<file path="config.mk">
export PLATFORM = sky130hd
export DESIGN_NAME = mult_div_unit
export DESIGN_NICKNAME = d
export VERILOG_FILES = /design/src/rtl/mult_div_unit.sv
export SDC_FILE = /design/constraint.sdc
export NUM_CORES = 1
export LEC_CHECK = 0
export ABC_CLOCK_PERIOD_IN_PS = 5400
export CAP_MARGIN = 20
export CORE_MARGIN = 2
export CORE_UTILIZATION = 33
export DETAILED_ROUTE_END_ITERATION = 6
export GPL_TIMING_DRIVEN = 0
export PLACE_DENSITY = 0.49
export SYNTH_ARGS = -nofsm -noshare
export SYNTH_HDL_FRONTEND = slang
export SYNTH_SLANG_ARGS = --single-unit
</file>
<file path="constraint.sdc">
create_clock -name clk -period 5.4 [get_ports clk]
set_input_delay 0.54 -clock clk [delete_from_list [all_inputs] [get_ports clk]]
set_output_delay 0.54 -clock clk [all_outputs]
set_load 0.05 [all_outputs]
</file>
<file path="src/rtl/mult_div_unit.sv">
// Iterative 32-bit MULT/MULTU/DIV/DIVU unit with architectural HI/LO registers.
// One radix-2 iteration per cycle; start -> result in 33 edges, done pulses in the following cycle.
module mult_div_unit (
   input  logic        clk,
   input  logic        resetN,
   input  logic        start,
   input  logic [1:0]  op,
   input  logic [31:0] input1,
   input  logic [31:0] input2,
   input  logic        hiWe,
   input  logic        loWe,
   input  logic [31:0] wrData,
   output logic        busy,
   output logic        done,
   output logic [31:0] hi,
   output logic [31:0] lo,
   output logic [1:0]  o_dbg_state
);

   typedef enum logic [1:0] {S_IDLE = 2'd0, S_RUN = 2'd1, S_FIX = 2'd2} state_t;

   state_t      r_state, w_next;
   logic        r_busy, r_done;
   logic        r_is_div, r_div0, r_neg_res, r_neg_rem;
   logic [31:0] r_a, r_b, r_hi, r_lo;
   logic [63:0] r_acc;
   logic [4:0]  r_cnt;

   logic        w_signed_in;
   logic [31:0] w_a_mag, w_b_mag;
   logic [32:0] w_madd, w_rshift, w_rdiff;
   logic        w_qbit;
   logic [63:0] w_prod_fix;
   logic [31:0] w_q, w_r, w_hi_res, w_lo_res;

   always_ff @(posedge clk or negedge resetN) begin
      if (!resetN) r_state <= S_IDLE;
      else         r_state <= w_next;
   end

   always_comb begin
      w_next = r_state;
      case (r_state)
         S_IDLE:  if (start) w_next = S_RUN;
         S_RUN:   if (r_cnt == 5'd31) w_next = S_FIX;
         S_FIX:   w_next = S_IDLE;
         default: w_next = S_IDLE;
      endcase
   end

   // Signed ops (MULT, DIV) have op[0] == 0; operands are iterated as magnitudes.
   assign w_signed_in = ~op[0];
   assign w_a_mag     = (w_signed_in && input1[31]) ? (~input1 + 32'd1) : input1;
   assign w_b_mag     = (w_signed_in && input2[31]) ? (~input2 + 32'd1) : input2;

   assign w_madd   = {1'b0, r_acc[63:32]} + (r_b[0] ? {1'b0, r_a} : 33'd0);
   assign w_rshift = {r_acc[63:32], r_a[31]};
   assign w_rdiff  = w_rshift - {1'b0, r_b};
   assign w_qbit   = ~w_rdiff[32];

   // A zero divisor never borrows, so the quotient saturates to all ones and the
   // remainder ends as the dividend magnitude; re-signing it restores input1.
   assign w_prod_fix = r_neg_res ? (~r_acc + 64'd1) : r_acc;
   assign w_q        = r_acc[31:0];
   assign w_r        = r_acc[63:32];
   assign w_lo_res   = r_is_div ? (r_div0 ? 32'hFFFF_FFFF : (r_neg_res ? (~w_q + 32'd1) : w_q))
                                : w_prod_fix[31:0];
   assign w_hi_res   = r_is_div ? (r_neg_rem ? (~w_r + 32'd1) : w_r) : w_prod_fix[63:32];

   always_ff @(posedge clk or negedge resetN) begin
      if (!resetN) begin
         r_busy    <= 1'b0;
         r_done    <= 1'b0;
         r_is_div  <= 1'b0;
         r_div0    <= 1'b0;
         r_neg_res <= 1'b0;
         r_neg_rem <= 1'b0;
         r_a       <= '0;
         r_b       <= '0;
         r_acc     <= '0;
         r_cnt     <= '0;
         r_hi      <= '0;
         r_lo      <= '0;
      end else begin
         r_busy <= (w_next != S_IDLE);
         r_done <= (r_state == S_FIX);
         case (r_state)
            S_IDLE: begin
               if (start) begin
                  r_is_div  <= op[1];
                  r_div0    <= (input2 == 32'd0);
                  r_neg_res <= w_signed_in && (input1[31] ^ input2[31]);
                  r_neg_rem <= w_signed_in && op[1] && input1[31];
                  r_a       <= w_a_mag;
                  r_b       <= w_b_mag;
                  r_acc     <= '0;
                  r_cnt     <= '0;
               end else begin
                  if (hiWe) r_hi <= wrData;
                  if (loWe) r_lo <= wrData;
               end
            end
            S_RUN: begin
               r_cnt <= r_cnt + 5'd1;
               if (r_is_div) begin
                  r_acc <= {(w_qbit ? w_rdiff[31:0] : w_rshift[31:0]), r_acc[30:0], w_qbit};
                  r_a   <= {r_a[30:0], 1'b0};
               end else begin
                  r_acc <= {w_madd, r_acc[31:1]};
                  r_b   <= {1'b0, r_b[31:1]};
               end
            end
            S_FIX: begin
               r_hi <= w_hi_res;
               r_lo <= w_lo_res;
            end
            default: ;
         endcase
      end
   end

   assign busy        = r_busy;
   assign done        = r_done;
   assign hi          = r_hi;
   assign lo          = r_lo;
   assign o_dbg_state = r_state;

endmodule

</file>
==> parameters.txt, run 1 <==
Parameter                              Value

Yosys
  Cell Area, Synth    roughly 16,000 um^2
  Synth unique cells    between 80 and 90
  Net Count, Synth    2,161
  Area fraction of the dominant cell type after synthesis    0.317
  Leading post-synthesis cells by cell area    sky130_fd_sc_hd__dfrtp_1 (32%), sky130_fd_sc_hd__o21ai_0 (6.8%), sky130_fd_sc_hd__mux2i_1 (5.6%), sky130_fd_sc_hd__ha_1 (5.5%), sky130_fd_sc_hd__nand2_1 (5.0%)
  Synthesized instance count    1,985
  Mean instance size in the synthesized netlist    about 8.2 um^2
  Synth area leader    sky130_fd_sc_hd__dfrtp_1
  Synth Warn #    0
  Yosys reg bits    about 200
  EDFF count, synth    0
  Sequential-to-total area share from yosys stat    0.317
  Share of flip-flops with an asynchronous set or reset after synthesis    1.00
  Predominant post-synthesis flop cell    sky130_fd_sc_hd__dfrtp_1

GRT
  Global-route wire length before repair    about 95,000 um
  Overflow left after global routing    0
  Antenna violations before repair    1
  Via count of the first global-routing pass    approximately 16k
  Largest net degree at the start of global routing    81
  Aggregate global-route resource usage    0.243

Clock tree
  Clock latency at the later pin of the worst-skew pair    0.57 ns
  CTS clock-pin slew for the worst setup and hold paths    around 0.06 ns
  Num Clock Sinks    approximately 210
  Clock buffers created by TritonCTS    26
  Hold_buf cts    1
  Library cell used as clock root buffer    sky130_fd_sc_hd__clkbuf_16
  Largest buffer count on any clock path    3
  Post_cts resized    0
  Maximum level of the CTS H-tree    1
  Clock tree from TritonCTS    yes
  Number of setup buffers added after CTS    0

Floorplan
  I/O Pins    171
  Vertical die dimension    ~230 um
  Placeable core area    a little under 50,000 um^2
  Number of placement rows    between 80 and 90
  Width of the die    about 230 um
  Initial Util    0.333
  Die area    around 50,000 um^2

Timing
  Crit share post-route    0.783
  Worst hold slack after final layout    0.475 ns
  Number of pins with negative max-slew slack in the final report    0
  Least-Margin Pin Slew    ~1.1 ns
  Number of setup violations in the final report    0
  Upper clock frequency limit    around 240 MHz
  Slew headroom    0.299
  Post-Route Setup TNS    0 ns
  Shortest clock period the worst path allows after layout    4.23 ns
  RSZ-0062 raised after global routing    no
  Clock tree skew after final layout    ~0.028 ns
  Final worst slack    1.17 ns
  Number of failing hold endpoints at the final stage    0

Place
  Worst slack at placement    around 1.3 ns
  DP HPWL    just under 50,000 um
  Cell Area, Placed    around 19,000 um^2
  Gp weighted congestion    ~0.9
  IO buf count    170
  Total placed cells including tap cells    about 2.8k

Critical path
  WP data required    between 5 and 6 ns
  Worst setup SP type    flip-flop
  Worst r2r path cells    13
  Crit path DAT    roughly 4.6 ns
  Critical path fanouts, max    10
  Worst path top cell family by delay    compound AO/OA/AOI/OAI gates
  Standard cell with the maximum stage delay on the critical path    sky130_fd_sc_hd__dfrtp_1
  Worst-path cell chain    inv_1, fa_1, nand2b_1, a21oi_1, o21ai_2, o21ai_1, a2111o_1, nand3_1, and2_1, buf_2, buf_4, a311oi_1, o31ai_1
  Stages on the worst setup path    13
  Critical path buffers and inverters    3
  Endpoint class of the critical path    flip-flop
  Type of the setup path with the least slack    flip-flop to flip-flop
  Critical Path Max Stage Delay    0.78 ns

Power
  Final Power    14.9 mW
  Pwr dens    around 750 nW/um^2
  Leakage power    around 8.0 nW
  Peak VDD IR    0.312 mV

Flow run
  Total of max-cap violations    0

Layout
  Final design area excluding fillers    a little under 20,000 um^2
  Commonest non-fill, non-tap cell in the layout    sky130_fd_sc_hd__o21ai_0
  Commonest non-fill, non-tap cells in the layout    sky130_fd_sc_hd__o21ai_0 (220), sky130_fd_sc_hd__nand2_1 (215), sky130_fd_sc_hd__dfrtp_1 (205)
  Share of cells above drive strength 1    0.0426
  Nets    around 2.4k
  Non-filler instance count after layout    roughly 2.8k
  Total inserted antenna cells    0
  Filler Cells Inserted    ~5k
  Footprint of the multi-input gates    around 10,000 um^2
  Share of the core filled with cells    0.406
  Area occupied by registers    5130 um^2
  Area growth from synthesis to layout    22.0%

Run status
  Status    completed

Hold path
  Worst min-delay path category    flip-flop to flip-flop
  WHS Path Cells    2

Drt
  First-pass detailed-route iteration total    5
  Total routed wirelength    about 63,000 um
  Number of DRC markers after the initial detailed-route iteration    around 1,000
  Overall via count from detail_route    between 15k and 20k
  Wire per inst    around 22 um
  Vias per cell    around 5.6
  DR DRC count    0
  Antenna viol nets, final    0
Yosys cell counts (all sizes together) (3+ instances only):
library cell and n:
nand2b 14, o31ai 22, or2 3, and2 40, a31oi 22, o22ai 38
a221o 11, and3 18, a21o 29, or3 29, nor4b 3, nand3b 3
inv 65, mux2i 90, o221ai 7, xor2 79, o21bai 7, xnor2 82
a21boi 5, buf 24, a41oi 4, nor4 13, o41ai 14, ha 71
dfrtp 205, mux2 4, o31a 5, a311oi 5, or4 10, nor3 30
o21ai 257, clkbuf 99, a21oi 151, nand3 67, o211ai 35, a211oi 11
nand4 8, and4 4, o21a 10, nor2b 20, nand2 217, a22oi 23
nor2 104
area by class of cell:
type                            instances  share of cell area
Clock buffer                           32              0.0367
Clock inverter                         16              0.0146
Buffer                                123              0.0244
Tap cell                              622              0.0394
Timing Repair Buffer                  173              0.0897
Sequential cell                       205               0.260
Multi-Input combinational cell       1591               0.523
Inverter                               66              0.0125
where the power goes:
group	switching, mW	leakage (nW)	internal [mW]
registers	0.890	2.57	2.24
logic	6.10	4.93	3.58
clock network	0.752	0.494	1.33
total	7.74	7.99	7.15
cells by family (layout without fill, tap and decap cells):
logic type,Yosys count,after routing,synth area share
AOI/OAI and AO/OA,675,675,0.256
DFF,205,205,0.317
xor gates and xnor gates,161,161,0.0871
buffers and inverters,189,410,0.0451
muxes,94,94,0.0584
adders and majority gates,73,73,0.0573
and+or+nand+nor,588,588,0.179
worst register-to-register path, stage by stage, from the launching register on:
cell	delay, ns
sky130_fd_sc_hd__dfrtp_1	0.78
sky130_fd_sc_hd__inv_1	0.28
sky130_fd_sc_hd__fa_1	0.51
sky130_fd_sc_hd__nand2b_1	0.19
sky130_fd_sc_hd__a21oi_1	0.28
sky130_fd_sc_hd__o21ai_2	0.17
sky130_fd_sc_hd__o21ai_1	0.30
sky130_fd_sc_hd__a2111o_1	0.24
sky130_fd_sc_hd__nand3_1	0.14
sky130_fd_sc_hd__and2_1	0.18
sky130_fd_sc_hd__buf_2	0.18
sky130_fd_sc_hd__buf_4	0.23
sky130_fd_sc_hd__a311oi_1	0.45
sky130_fd_sc_hd__o31ai_1	0.13
final timing paths:
check / start / to / slack [ns]
worst max-delay path: r_acc[32]$_DFFE_PN0P_ / r_acc[61]$_DFFE_PN0P_ / 1.17
worst min-delay path: lo[25]$_DFFE_PN0P_ / lo[25]$_DFFE_PN0P_ / 0.47
worst max register to register: r_acc[32]$_DFFE_PN0P_ / r_acc[61]$_DFFE_PN0P_ / 1.17
worst min register to register: lo[25]$_DFFE_PN0P_ / lo[25]$_DFFE_PN0P_ / 0.47
max in group asynchronous: resetN / r_a[12]$_DFFE_PN0P_ / 3.69
min in group asynchronous: resetN / lo[0]$_DFFE_PN0P_ / 0.49
flip-flops by register name, indices dropped and copies added, names as in the netlist:
| name | flops |
|---|---|
| r_acc | 64 |
| hi | 32 |
| lo | 32 |
| r_a | 32 |
| r_b | 32 |
| r_cnt | 5 |
| o_dbg_state | 2 |
| busy | 1 |
| done | 1 |
| r_div0 | 1 |
| r_is_div | 1 |
| r_neg_rem | 1 |
| r_neg_res | 1 |
layer usage:
layer  vias to the layer above  routed length [um]  GRT usage
li1                       7618                   -          -
met3                        98                2350     0.0239
met4                         0                2390     0.0902
met5                         -                   0          0
met1                      7694               27200      0.307
met2                       393               30500      0.429
No activity file was read; power rests on OpenSTA's default activity.
==> inputs of run 2 (changes only) <==
--- a/config.mk
+++ b/config.mk
@@ -5,13 +5,13 @@
 export SDC_FILE = /design/constraint.sdc
 export NUM_CORES = 1
 export LEC_CHECK = 0
-export ABC_CLOCK_PERIOD_IN_PS = 5400
+export ABC_CLOCK_PERIOD_IN_PS = 3500
 export CAP_MARGIN = 20
 export CORE_MARGIN = 2
 export CORE_UTILIZATION = 33
 export DETAILED_ROUTE_END_ITERATION = 6
 export GPL_TIMING_DRIVEN = 0
-export PLACE_DENSITY = 0.49
+export PLACE_DENSITY = 0.51
 export SYNTH_ARGS = -nofsm -noshare
 export SYNTH_HDL_FRONTEND = slang
 export SYNTH_SLANG_ARGS = --single-unit
==> constraint.sdc (replaced) <==
create_clock -name clk -period 3.5 [get_ports clk]
set_input_delay 0.35 -clock clk [delete_from_list [all_inputs] [get_ports clk]]
set_output_delay 0.35 -clock clk [all_outputs]
set_load 0.05 [all_outputs]
==> run 2 against run 1 <==
Net effect:
- sequential cell count stayed put
- final area is 0.34% higher
- sequential share of layout area hardly changed
- die area stayed put
- non-clock buffer count is 6 higher
- final cell count hardly changed
- largest power group unchanged
==> parameters.txt, run 2 (same netlist as run 1, synthesis figures left out) <==
Parameter                              Value

Power
  Leakage power    7.96 nW (-0.44%)
  Part of the total power dissipated in sequential elements    0.212 (+0.002)
  Combinational share of power    0.671 (+0.021)
  Net switching power    12.0 mW (+56%)
  Pwr dens    1150 nW/um^2 (+53%)
  Final Power    22.9 mW (+54%)
  Cell Int Power    10.8 mW (+52%)
  Fraction of power spent switching nets    0.526 (+0.00679)
  Clock network power share    0.118 (-0.022)
  Peak VDD IR    0.394 mV (+26%)

Layout
  Commonest non-fill, non-tap cells in the layout    sky130_fd_sc_hd__o21ai_0 (216), sky130_fd_sc_hd__nand2_1 (215), sky130_fd_sc_hd__dfrtp_1 (194)
  Share of the core filled with cells    0.408 (+0.00139)
  Number of flip-flops under the largest register name    64 (unchanged)
  Area growth from synthesis to layout    22.4%
  Nets    2,368 (+0.25%)
  Largest register by flop count    r_acc
  Non-filler instance count after layout    2,827 (-0.035%)
  Share of cells above drive strength 1    0.0567 (+0.0141)
  Commonest non-fill, non-tap cell in the layout    sky130_fd_sc_hd__o21ai_0

Run status
  Status    completed

GRT
  Largest net degree at the start of global routing    115 (+42%)
  Overflow left after global routing    0 (unchanged)
  Antenna violations before repair    0 (-1)
  Via count of the first global-routing pass    16.2k (+2.7%)
  Global-route wire length before repair    96,400 um (+1.4%)
  Aggregate global-route resource usage    0.247 (+0.00342)

Critical path
  Critical path fanouts, max    10 (unchanged)
  Reg-to-reg critical path endpoint    r_acc[61]$_DFFE_PN0P_
  Worst-path cell chain    clkbuf_8, and2_1, ha_2, inv_1, fa_2, inv_1, a21o_1, a221o_1, a211oi_4, a311oi_2, o211ai_1, mux2_4, a21oi_4, o31ai_1
  Stages on the worst setup path    14 (+1)
  Destination of the critical timing path    r_acc[61]$_DFFE_PN0P_
  Dominant cell type by count on the critical path    sky130_fd_sc_hd__inv_1
  Endpoint class of the critical path    flip-flop
  Worst path top cell family by delay    compound AO/OA/AOI/OAI gates
  WP data required    3.92 ns (-1.88 ns)
  Worst setup SP type    flip-flop
  Crit path DAT    3.84 ns (-0.78 ns)
  Critical Path Max Stage Delay    0.50 ns (-0.28 ns)
  Standard cell with the maximum stage delay on the critical path    sky130_fd_sc_hd__dfrtp_2
  FF-to-FF Start    r_b[0]$_DFFE_PN0P_
  Worst r2r path cells    14 (+1)
  Crit path launch    r_b[0]$_DFFE_PN0P_
  Type of the setup path with the least slack    flip-flop to flip-flop
  Reg-to-reg slack, setup    0.08 ns (-1.10 ns)
  Critical path buffers and inverters    3 (unchanged)

Floorplan
  Width of the die    226 um (unchanged)
  Placeable core area    48,600 um^2 (unchanged)
  I/O Pins    171 (unchanged)
  Number of placement rows    81 (unchanged)
  Initial Util    0.333 (unchanged)
  Die area    50,900 um^2 (unchanged)
  Vertical die dimension    226 um (unchanged)

Timing
  Number of pins with negative max-slew slack in the final report    0 (unchanged)
  Worst hold slack after final layout    0.352 ns (-0.123 ns)
  Crit share post-route    0.978 (+0.195)
  Upper clock frequency limit    292 MHz (+23%)
  Clock tree skew after final layout    0.0276 ns (-0.000752 ns)
  Slew headroom    0.270 (-0.0289)
  Shortest clock period the worst path allows after layout    3.42 ns (-0.804 ns)
  Number of failing hold endpoints at the final stage    0 (unchanged)
  Least-Margin Pin Slew    1.09 ns (+0.0434 ns)
  Number of setup violations in the final report    0 (unchanged)
  RSZ-0062 raised after global routing    yes

Place
  Total placed cells including tap cells    2,778 (-0.036%)
  DP HPWL    49,600 um (+0.25%)
  IO buf count    170 (unchanged)
  Gp weighted congestion    0.937 (+2.5%)

Clock tree
  Clock latency at the later pin of the worst-skew pair    0.56 ns (about the same)
  CTS clock-pin slew for the worst setup and hold paths    0.06 ns (about the same)
  Clock tree from TritonCTS    yes
  Clock buffers created by TritonCTS    26 (unchanged)
  Maximum level of the CTS H-tree    1 (unchanged)
  Largest buffer count on any clock path    3 (unchanged)
  Library cell used as clock root buffer    sky130_fd_sc_hd__clkbuf_16
  Num Clock Sinks    205 (unchanged)

Drt
  Vias per cell    5.62 (+0.64%)
  Number of DRC markers after the initial detailed-route iteration    1,104 (+12%)
  DR DRC count    0 (unchanged)
  First-pass detailed-route iteration total    5 (unchanged)
  Wire per inst    22.3 um (+0.77%)
  Overall via count from detail_route    15.9k (+0.60%)
  Total routed wirelength    63,000 um (+0.74%)
  Antenna viol nets, final    0 (unchanged)

Hold path
  Worst min-delay path category    input port to asynchronous set/reset pin

Flow run
  Total of max-cap violations    0 (unchanged)
[run 2: changes by cell type in the layout (fill, tap and decap cells not counted), sizes merged]
| cell | before | now |
|---|---|---|
| clkinv | 7 | 2 |
| diode | 0 | 1 |
| clkbuf | 131 | 136 |
| clkinvlp | 2 | 0 |
| buf | 27 | 33 |
| bufinv | 8 | 2 |
[run 2: metrics by stage]
stage          setup slack (ns)   TNS, ns  cell area (um^2)
6_report                 0.0763         0             19800
5_1_grt                 -0.0873    -0.538             19800
4_1_cts                 -0.0146   -0.0146             19700
3_5_place_dp             -0.475    -10.99             18700
3_3_place_gp              -7.04  -1443.30             18700
2_1_floorplan             0.436         0             16200
[run 2: worst min path at each step]
stage / from / endpoint / slack, ns / cells past startpoint
final: resetN / lo[9]$_DFFE_PN0P_ / 0.35 / 2
after global routing: resetN / lo[9]$_DFFE_PN0P_ / 0.44 / 2
after CTS: resetN / lo[9]$_DFFE_PN0P_ / 0.40 / 2
after detailed placement: resetN / lo[9]$_DFFE_PN0P_ / 0.40 / 1
after global placement: lo[18]$_DFFE_PN0P_ / lo[18]$_DFFE_PN0P_ / 0.46 / 2
after floorplan: resetN / busy$_DFF_PN0_ / 0.05 / 0
[run 2: what timing repair did]
| action | CTS | global route |
|---|---|---|
| buffers inserted | 4 | 4 |
| setup endpoints to repair | 36 | 38 |
| pin swaps | 4 | 8 |
| resized for setup | 29 | 31 |
| hold endpoints to repair | 91 | 0 |
| hold buffers | 1 | 0 |
[run 2: final cells by class]
cell class              instances  area (um^2)
inverters                      66          248
multi-input cells            1591        10500
fillers                      4999        28800
flip-flops and latches        205         5140
clock inverters                 3         65.1
diodes                          1         2.50
well taps                     622          778
clock buffers                  37          753
repair buffers                180         1820
plain buffers                 122          502
[run 2: layer usage]
layer | up-vias | track usage | routed length (um)
met4 | 0 | 0.107 | 2870
met1 | 7744 | 0.306 | 26500
met5 | - | 0 | 0
li1 | 7631 | - | -
met3 | 123 | 0.0250 | 2810
met2 | 400 | 0.434 | 30800
[run 2: power by group through the flow]
stage	Sequential (mW)	Clock (mW)	Combinational [mW]
after CTS	4.82	2.76	15.1
final	4.84	2.69	15.3
after global routing	4.95	2.84	16.8
after global placement	4.85	0	14.7
after detailed placement	4.86	0	14.8
after floorplan	5.56	0	9.29
[run 2: worst reg2reg max path: cells and delay by family (launching register included)]
kind,cells,cell delay (ns)
multiplexers,1,0.35
buffers and inverters,3,0.31
AND/OR/NAND/NOR,1,0.16
AO/OA/AOI/OAI,7,1.54
adder cells (fa/ha/maj),2,0.41
flip-flops,1,0.50
